==> src/rtl/mem_access_pkg.sv <==
// Shared types for the memory-access stage.
// State encoding, access sizes and RV32I funct3 constants.
package mem_access_pkg;

  typedef enum logic [1:0] {
    S_IDLE,
    S_BUSY,
    S_DONE
  } state_e;

  typedef enum logic [1:0] {
    SZ_B,
    SZ_H,
    SZ_W
  } size_e;

  localparam logic [2:0] F3_B  = 3'b000;
  localparam logic [2:0] F3_H  = 3'b001;
  localparam logic [2:0] F3_W  = 3'b010;
  localparam logic [2:0] F3_BU = 3'b100;
  localparam logic [2:0] F3_HU = 3'b101;

  // Unsigned sizes only exist for loads; anything
  // unrecognised collapses to a full word.
  function automatic size_e access_size(
    input logic [2:0] f3,
    input logic       is_load
  );
    size_e sz;
    sz = SZ_W;
    unique case (1'b1)
      (f3 == F3_B):             sz = SZ_B;
      (f3 == F3_H):             sz = SZ_H;
      (is_load && f3 == F3_BU): sz = SZ_B;
      (is_load && f3 == F3_HU): sz = SZ_H;
      default:                  sz = SZ_W;
    endcase
    return sz;
  endfunction

endpackage

==> src/rtl/mem_access_stage_align.sv <==
// Byte-lane steering for stores and lane
// extraction plus sign/zero extension for loads.
module load_store_align
  import mem_access_pkg::*;
(
  input  logic [2:0]  funct3,
  input  logic        is_load,
  input  logic [1:0]  addr_lo,
  input  logic [31:0] store_data,
  input  logic [31:0] load_word,
  output logic [3:0]  wstrb,
  output logic [31:0] wdata,
  output logic [31:0] load_result
);

  size_e       sz;
  logic        zext;
  logic [7:0]  lb;
  logic [15:0] lh;

  assign sz   = access_size(funct3, is_load);
  assign zext = funct3[2];
  assign lb   = load_word[{addr_lo, 3'b000} +: 8];
  assign lh   = addr_lo[1] ? load_word[31:16]
                           : load_word[15:0];

  // Size decode drives both store and load lanes.
  always_comb begin
    wstrb       = 4'hF;
    wdata       = store_data;
    load_result = load_word;
    unique case (sz)
      SZ_B: begin
        wstrb       = 4'b0001 << addr_lo;
        wdata       = {4{store_data[7:0]}};
        load_result = zext ? {24'h0, lb}
                           : {{24{lb[7]}}, lb};
      end
      SZ_H: begin
        wstrb       = 4'b0011 << {addr_lo[1], 1'b0};
        wdata       = {2{store_data[15:0]}};
        load_result = zext ? {16'h0, lh}
                           : {{16{lh[15]}}, lh};
      end
      default: begin
        wstrb       = 4'hF;
        wdata       = store_data;
        load_result = load_word;
      end
    endcase
  end

endmodule

==> src/rtl/mem_access_stage.sv <==
// MEM stage: req/ack bus master with upstream stall.
// Optional MEM_ACCESS_MISALIGN_TRAP_EN blocks misaligned accesses.
module mem_access_stage
  import mem_access_pkg::*;
(
  input  logic        clk,
  input  logic        reset,
  input  logic        in_valid,
  input  logic        in_mem_read,
  input  logic        in_mem_write,
  input  logic [2:0]  in_funct3,
  input  logic [31:0] in_address,
  input  logic [31:0] in_store_data,
  input  logic [31:0] in_alu_rd_result,
  input  logic [31:0] in_next_pc,
  input  logic [4:0]  in_rd_address,
  input  logic        in_reg_write_data_src,
  input  logic        in_reg_wren,
  output logic        mem_req,
  output logic        mem_we,
  output logic [31:0] mem_addr,
  output logic [31:0] mem_wdata,
  output logic [3:0]  mem_wstrb,
  input  logic        mem_ack,
  input  logic [31:0] mem_rdata,
  output logic        stall,
  output logic [31:0] ram_data,
  output logic [31:0] alu_rd_result,
  output logic [4:0]  rd_address,
  output logic        reg_write_data_src,
  output logic [31:0] next_pc,
  output logic        reg_wren,
  output logic        misaligned_fault
);

  state_e      state;
  logic [31:0] load_reg;
  logic        access;
  logic        is_load;
  logic        misaligned;
  logic        issue;
  logic [3:0]  al_wstrb;
  logic [31:0] al_wdata;
  logic [31:0] al_rdata;

  assign access  = in_valid & (in_mem_read | in_mem_write);
  assign is_load = in_mem_read;

  load_store_align u_align (
    .funct3      (in_funct3),
    .is_load     (is_load),
    .addr_lo     (in_address[1:0]),
    .store_data  (in_store_data),
    .load_word   (load_reg),
    .wstrb       (al_wstrb),
    .wdata       (al_wdata),
    .load_result (al_rdata)
  );

`ifdef MEM_ACCESS_MISALIGN_TRAP_EN
  size_e sz;
  assign sz = access_size(in_funct3, is_load);
  assign misaligned = access &
    (((sz == SZ_H) & in_address[0]) |
     ((sz == SZ_W) & (|in_address[1:0])));
`else
  assign misaligned = 1'b0;
`endif

  assign misaligned_fault   = (state == S_IDLE) & misaligned;
  assign issue              = (state == S_IDLE) & access & ~misaligned;
  assign alu_rd_result      = in_alu_rd_result;
  assign rd_address         = in_rd_address;
  assign reg_write_data_src = in_reg_write_data_src;
  assign next_pc            = in_next_pc;

  // Bus master FSM; bus fields latched once at issue.
  always_ff @(posedge clk) begin
    if (reset) begin
      state     <= S_IDLE;
      mem_req   <= 1'b0;
      mem_we    <= 1'b0;
      mem_addr  <= 32'h0;
      mem_wdata <= 32'h0;
      mem_wstrb <= 4'h0;
      load_reg  <= 32'h0;
    end else begin
      unique case (state)
        S_IDLE: begin
          if (issue) begin
            state     <= S_BUSY;
            mem_req   <= 1'b1;
            mem_we    <= ~is_load;
            mem_addr  <= {in_address[31:2], 2'b00};
            mem_wdata <= is_load ? 32'h0 : al_wdata;
            mem_wstrb <= is_load ? 4'h0 : al_wstrb;
          end
        end
        S_BUSY: begin
          if (mem_ack) begin
            state    <= S_DONE;
            mem_req  <= 1'b0;
            load_reg <= mem_rdata;
          end
        end
        S_DONE:  state <= S_IDLE;
        default: state <= S_IDLE;
      endcase
    end
  end

  // Stall, writeback enable and load result per state.
  always_comb begin
    stall    = 1'b0;
    reg_wren = 1'b0;
    ram_data = 32'h0;
    unique case (state)
      S_IDLE: begin
        stall    = issue;
        reg_wren = in_valid & in_reg_wren & ~access;
      end
      S_BUSY: stall = 1'b1;
      S_DONE: begin
        reg_wren = in_reg_wren;
        ram_data = is_load ? al_rdata : 32'h0;
      end
      default: begin
        stall    = 1'b0;
        reg_wren = 1'b0;
        ram_data = 32'h0;
      end
    endcase
  end

endmodule

==> config.mk <==
export PLATFORM = sky130hd
export DESIGN_NAME = mem_access_stage
export DESIGN_NICKNAME = d
export VERILOG_FILES = /design/src/rtl/mem_access_pkg.sv /design/src/rtl/mem_access_stage_align.sv /design/src/rtl/mem_access_stage.sv
export SDC_FILE = /design/constraint.sdc
export NUM_CORES = 1
export LEC_CHECK = 0
export BUFFER_PORTS_ARGS = -buffer_cell sky130_fd_sc_hd__buf_2
export CORE_AREA = 2 2 135 137
export CTS_CLUSTER_SIZE = 40
export DETAILED_ROUTE_END_ITERATION = 10
export DIE_AREA = 0 0 137 139
export GPL_TIMING_DRIVEN = 0
export HOLD_SLACK_MARGIN = 0.03
export PLACE_DENSITY_LB_ADDON = 0.25
export SLEW_MARGIN = 20
export SYNTH_ARGS = -nofsm -noshare
export SYNTH_HDL_FRONTEND = slang
export SYNTH_SLANG_ARGS = --single-unit
==> constraint.sdc <==
create_clock -name clk -period 4.55 [get_ports clk]
set_clock_uncertainty 0.15 [all_clocks]
set_input_delay 0.2275 -clock clk [delete_from_list [all_inputs] [get_ports clk]]
set_output_delay 0.2275 -clock clk [all_outputs]
set_load 0.005 [all_outputs]
Word level (Yosys, flattened, before mapping)
Index checks and enable logic that the tools add are counted.
{"block": "op_classes", "n_mux": 19, "eq_ne": 8, "n_shift": 3, "bitwise_logic": 7, "reduce_logical": 12}
{"cell": "$mux 32", "n": 5}
{"cell": "$pmux 32 s2", "n": 2}
{"cell": "$shiftx 32x6->8", "n": 1}
{"cell": "$mux 16", "n": 1}
{"cell": "$pmux 2 s2", "n": 2}
{"cell": "$pmux 4 s2", "n": 1}
{"cell": "$eq 3x3->1 const B", "n": 2}
{"cell": "$pmux 1 s2", "n": 3}
{"cell": "$reduce_and 2->1", "n": 3}
{"cell": "$and 1x1->1", "n": 4}
{"cell": "$eq 2x1->1 const B", "n": 2}
{"cell": "$logic_not 2->1", "n": 2}
{"cell": "$mux 2", "n": 2}
{"cell": "$mux 4", "n": 1}
{"cell": "$ne 2x2->1 const B", "n": 2}
{"cell": "$reduce_or 2->1", "n": 2}
{"cell": "$shl 1x2->4 const A", "n": 1}
{"cell": "$shl 2x2->4 const A", "n": 1}
{"cell": "$eq 3x1->1 const B", "n": 1}
{"cell": "$logic_not 3->1", "n": 1}
{"cell": "$reduce_and 3->1", "n": 1}
{"cell": "$eq 2x2->1 const B", "n": 1}
{"cell": "$logic_and 1x1->1", "n": 2}
{"cell": "$mux 1", "n": 2}
{"cell": "other kinds (3)", "n": 4}
{"block": "word_totals", "elab_cells": 56, "regBits": 102, "input_bits": 176}

Depth between registers and ports, before layout
{"block": "logic_depth", "ltp_word": 8, "mapped_depth": 7, "depth_no_buf": 4}

Modules after synthesis
Synthesis repeated with hierarchy kept, for this count alone.
{"block": "hier_totals", "hier_cells": 751, "area_unflattened_um2": 5948.2}
{"mod": "mem_access_stage", "seq_area_each_um2": 2042.0, "instances": 1, "cells_each": 575, "area_per_inst_um2": 4707.0}
{"mod": "load_store_align", "seq_area_each_um2": 0.0, "instances": 1, "cells_each": 176, "area_per_inst_um2": 1241.2}

Worst setup path before layout
Ideal clock, no wire load.
{"block": "synth_timing", "kind": "input to output", "startpoint": "in in_address[0]", "endpoint": "out ram_data[22]", "path_stages": 6, "slack_ns": 2.819, "n_path_buf": 2, "required_time_ns": 4.173, "t_arrival_ns": 1.353, "cell_sequence": "buf_6 -> mux2_2 -> a32oi_2 -> a31oi_2 -> buf_2 -> nor2b_1"}
{"block": "synth_via", "elab_chain_cells": 5}
{"item": "from (decl)", "line_no": "mem_access_stage.sv:12", "source": "input logic [31:0] in_address,"}
{"item": "$shiftx 32x6->8", "line_no": "mem_access_stage_align.sv:23", "source": "assign lb = load_word[{addr_lo, 3'b000} +: 8];"}
{"item": "$mux 32", "line_no": "mem_access_stage_align.sv:36", "source": "load_result = zext ? {24'h0, lb}"}
{"item": "$pmux 32 s2", "line_no": "mem_access_stage_align.sv:32", "source": "unique case (sz)"}
{"item": "$mux 32", "line_no": "mem_access_stage.sv:125", "source": "ram_data = is_load ? al_rdata : 32'h0;"}
{"item": "$mux 32", "line_no": "mem_access_stage.sv:117", "source": "unique case (state)"}
{"item": "to (decl)", "line_no": "mem_access_stage.sv:27", "source": "output logic [31:0] ram_data,"}
Every way passes these cells.

Worst setup path after layout
{"block": "layout_timing", "startpoint": "reg state[1]", "endpoint": "out ram_data[12]"}
{"block": "layout_via", "elab_chain_cells": 2}
{"item": "from (decl)", "line_no": "mem_access_stage.sv:36", "source": "state_e state;"}
{"item": "from (signal assigned)", "line_no": "mem_access_stage.sv:80", "source": "state <= S_IDLE;"}
{"item": "from (signal assigned)", "line_no": "mem_access_stage.sv:91", "source": "state <= S_BUSY;"}
{"item": "from (signal assigned)", "line_no": "mem_access_stage.sv:101", "source": "state <= S_DONE;"}
{"item": "$eq 2x2->1", "line_no": "mem_access_stage.sv:117"}
{"item": "$mux 32", "line_no": "mem_access_stage.sv:117"}
Every way passes these cells.

==> out/qor.csv <==
stage;metric;value;unit
synthesis;post-synthesis share of cell area spent on and, or, nand and nor gates;17.9;%
synthesis;top post-synthesis cells by count;sky130_fd_sc_hd__nand2_1 (136), sky130_fd_sc_hd__a21oi_1 (109), sky130_fd_sc_hd__dfxtp_1 (102);
grt;number of antenna violations at the first check in global routing;0;
synthesis;Post-Synthesis Cell Area;5170;um^2
critical_path;crit path cell chain;nand3_1 > nor3_1 > a221o_1 > buf_2;
clocking;Clk pin slew, worst setup/hold paths;0.07;ns
critical_path;crit path capture type;output pin;
clocking;buffer depth of the longest clock path;2;
clocking;clock sink count;102;
timing;count of final max-slew check failures;0;
placed_design;routability congestion estimate;0.841;
synthesis;number of warnings reported in the yosys synthesis log;0;
final_layout;final antenna diode count;0;
placed_design;number of port buffers;274;
worst_hold_path;startpoint of the most critical hold path;in_store_data[24];
routing;post-detailed-routing wire length;18200;um
synthesis;async set-reset flop share out of synthesis;0;%
timing;final hold violation count;0;
routing;vias post-DR;5643;
critical_path;slowest cell delay on critical path;0.73;ns
synthesis;cell with the most instances after synthesis;sky130_fd_sc_hd__nand2_1;
routing;average wire per cell in the routed design;14.8;um
synthesis;Mapped Cells;629;
timing;Tmin final;2.56;ns
final_layout;fraction of layout cells with a size suffix above 1;38.8;%
clocking;CTS tree;done;
floorplanning;# IOs;351;
timing;final-layout setup total negative slack;0;ns
synthesis;mux contribution to synthesized area;6.72;%
clocking;count of H-tree levels built during CTS;3;
timing;period utilization;56.4;%
routing;Iter 0 DRT Violations;229;
synthesis;combinational family with the most area after synthesis;compound AO/OA/AOI/OAI gates;
grt;largest net degree at the start of global routing;16;
floorplanning;starting utilization of the core area;29.3;%
grt;global route overflow;0;
synthesis;Distinct cells, synth;40;
critical_path;critical path's slowest cell;sky130_fd_sc_hd__nor3_1;
critical_path;worst reg2reg path depth;5;
routing;per-cell via count in the routed design;4.58;
final_layout;layout overhead on the synthesized area;54.1;%
final_layout;net total in the final layout;1176;
synthesis;synthesized area per cell;8.23;um^2
worst_hold_path;worst hold path type;input port to register;
critical_path;worst flop-to-flop path endpoint;load_reg[8];
critical_path;count of buffering cells on the critical path with inverters included;1;
critical_path;arrival time of data at the critical path endpoint;2.19;ns
placed_design;half-perimeter wire length of the detailed placement result;13800;um
routing;Post-DRT Antenna Nets;0;
timing;unrepaired setup endpoints after global routing;false;
timing;maximum clock frequency;0.390;GHz
critical_path;element type at the critical path start;register;
critical_path;Worst R2R Setup Slack;2.59;ns
floorplanning;die area;19000;um^2
grt;vias in the first global route;5428;
routing;number of remaining DRC errors;0;
power_and_ir_drop;power density cells;270;nW/um^2
synthesis;flip-flop and latch count after synthesis;102;
clocking;total CTS buffers;9;
synthesis;dominant register cell in the synthesized netlist;sky130_fd_sc_hd__dfxtp_1;
synthesis;area share of xor/xnor cells in the synthesized design;0;%
critical_path;largest driver fanout on the critical path;8;
worst_hold_path;count of cells along the worst hold path;3;
run_status;result of the run;complete, no violations;
synthesis;main area contributors after synthesis;sky130_fd_sc_hd__dfxtp_1 (39%), sky130_fd_sc_hd__buf_4 (11%), sky130_fd_sc_hd__a21oi_1 (11%);
synthesis;largest area contributor in the netlist;sky130_fd_sc_hd__dfxtp_1;
grt;combined global-route utilization of all metal layers;18.4;%
timing;worst slew pin tran;0.835;ns
clocking;total of cells resized after clock tree synthesis;0;
worst_hold_path;worst min-delay path endpoint;mem_wdata[24];
clocking;clk root buf;sky130_fd_sc_hd__clkbuf_16;
final_layout;Filler Cells Inserted;1801;
timing;remaining max-slew budget at the tightest pin;43.9;%
clocking;insertion delay to the later sink of the worst-skew pair;0.35;ns
synthesis;Adder-Cell Fraction of Synth Area;0;%
floorplanning;Horiz. Die Dim;137;um
floorplanning;Std-Cell Core Area;17700;um^2
final_layout;Final Non-Filler Cells;1233;
timing;number of failing setup endpoints in the final timing report;0;
critical_path;kind of cell adding the most delay to the critical path;simple AND/OR/NAND/NOR gates;
critical_path;required time of the critical path;4.17;ns
synthesis;top-area cell type share of the netlist area;39.5;%
synthesis;Synth Area in Compound Gates;21.0;%
job;number of maximum-capacitance constraint violations;0;
critical_path;worst setup path category;register to output pin;
routing;number of iterations in the first detailed-routing pass;4;
synthesis;share of synthesized area occupied by flip-flops and latches;39.5;%
placed_design;total placed cells including tap cells;1134;
power_and_ir_drop;P_leak;0.00383;uW
critical_path;Crit Reg-Reg Startpoint;state[0];
floorplanning;FP Rows;49;
grt;global-route wire length before repair;27900;um
power_and_ir_drop;Peak VDD IR;0.171;mV
floorplanning;vertical extent of the die;139;um
synthesis;number of enable-type register cells in the synthesized netlist;0;
==> through the flow <==
step / hold WS, ns / instance area [um^2] / setup slack [ns] / utilization [%] / power [uW]
2_1_floorplan: 0.194 / 5180 / 2.82 / - / 1180
3_3_place_gp: 0.280 / 6840 / 2.27 / 38.7 / 1340
3_5_place_dp: 0.289 / 6840 / 2.29 / 38.7 / 1340
4_1_cts: 0.0300 / 7970 / 1.99 / 45.1 / 2180
5_1_grt: 0.0452 / 7970 / 1.79 / 45.1 / 2260
6_report: 0.0400 / 7970 / 1.99 / 45.1 / 2150
==> worst reg2reg max path, cell delays in order, from the launching register on <==
cell                       delay (ns)
sky130_fd_sc_hd__dfxtp_1         0.35
sky130_fd_sc_hd__inv_1           0.12
sky130_fd_sc_hd__nor3b_1         0.61
sky130_fd_sc_hd__clkbuf_1        0.38
sky130_fd_sc_hd__nand2_1         0.15
sky130_fd_sc_hd__a21oi_1         0.14
==> placed cells by master (no fill, tap or decap), drive strengths merged, types with 2 or more instances in the layout <==
master       Yosys  layout
nor3             2       2
buf             95     369
dlygate4sd3      0      84
nand2b          18      18
a21oi          109     109
nand2          136     136
nor2b           19      19
dfxtp          102     102
conb             1       3
a22o            23      23
clkbuf          23      35
mux2             3       3
mux2i           31      31
nor3b            2       2
nor2            10      10
or3              2       2
a31oi            2       2
clkinvlp         0       2
a21o             3       3
o21ai            2       2
a221o            7       7
nand3b           9       9
o221ai           8       8
o211a            2       2
o2bb2ai          9       9
==> worst max-delay path by stage <==
stage	end	cells past startpoint	slack (ns)	startpoint
after global routing	ram_data[12]	4	1.79	state[1]
final	ram_data[12]	4	1.99	state[1]
after floorplan	ram_data[22]	6	2.82	in_address[0]
after detailed placement	ram_data[29]	7	2.29	in_funct3[1]
after global placement	ram_data[24]	7	2.27	in_funct3[1]
after CTS	ram_data[13]	4	1.99	state[1]
==> report_power, final <==
group          internal [uW]  switching [uW]  total, uW  leakage, uW
clock network            439             334        773     0.000135
registers                932            26.0        958     0.000830
logic                    228             191        419      0.00287
==> layout make-up <==
cell class | count | area (um^2) | share of cell area (%)
well taps | 229 | 287 | 3.59
inverters | 1 | 3.75 | 0.0471
clock inverters | 3 | 45.0 | 0.565
multi-input cells | 410 | 2370 | 29.8
flip-flops and latches | 102 | 2040 | 25.6
repair buffers | 358 | 2210 | 27.8
clock buffers | 12 | 246 | 3.09
plain buffers | 118 | 763 | 9.57
==> per-layer routing <==
| metal | routed length (um) | track usage [%] | vias up |
|---|---|---|---|
| met2 | 8780 | 31.4 | 233 |
| met4 | 328 | 5.91 | 0 |
| met5 | 0 | 0 | - |
| met3 | 1360 | 4.24 | 24 |
| li1 | - | - | 2826 |
| met1 | 7720 | 22.7 | 2560 |
==> kinds of logic (layout without fill, tap and decap cells) <==
group           Yosys count  in the layout
compound gates          170            170
buf+inv                 119            492
other cells               1              3
mux                      34             34
flops                   102            102
simple gates            203            203
==> what timing repair did <==
item                      4_1_cts  5_1_grt
buffers inserted                0        0
hold endpoints to repair       84        0
hold buffers                   84        0
Power figures use the tool's default switching activity.
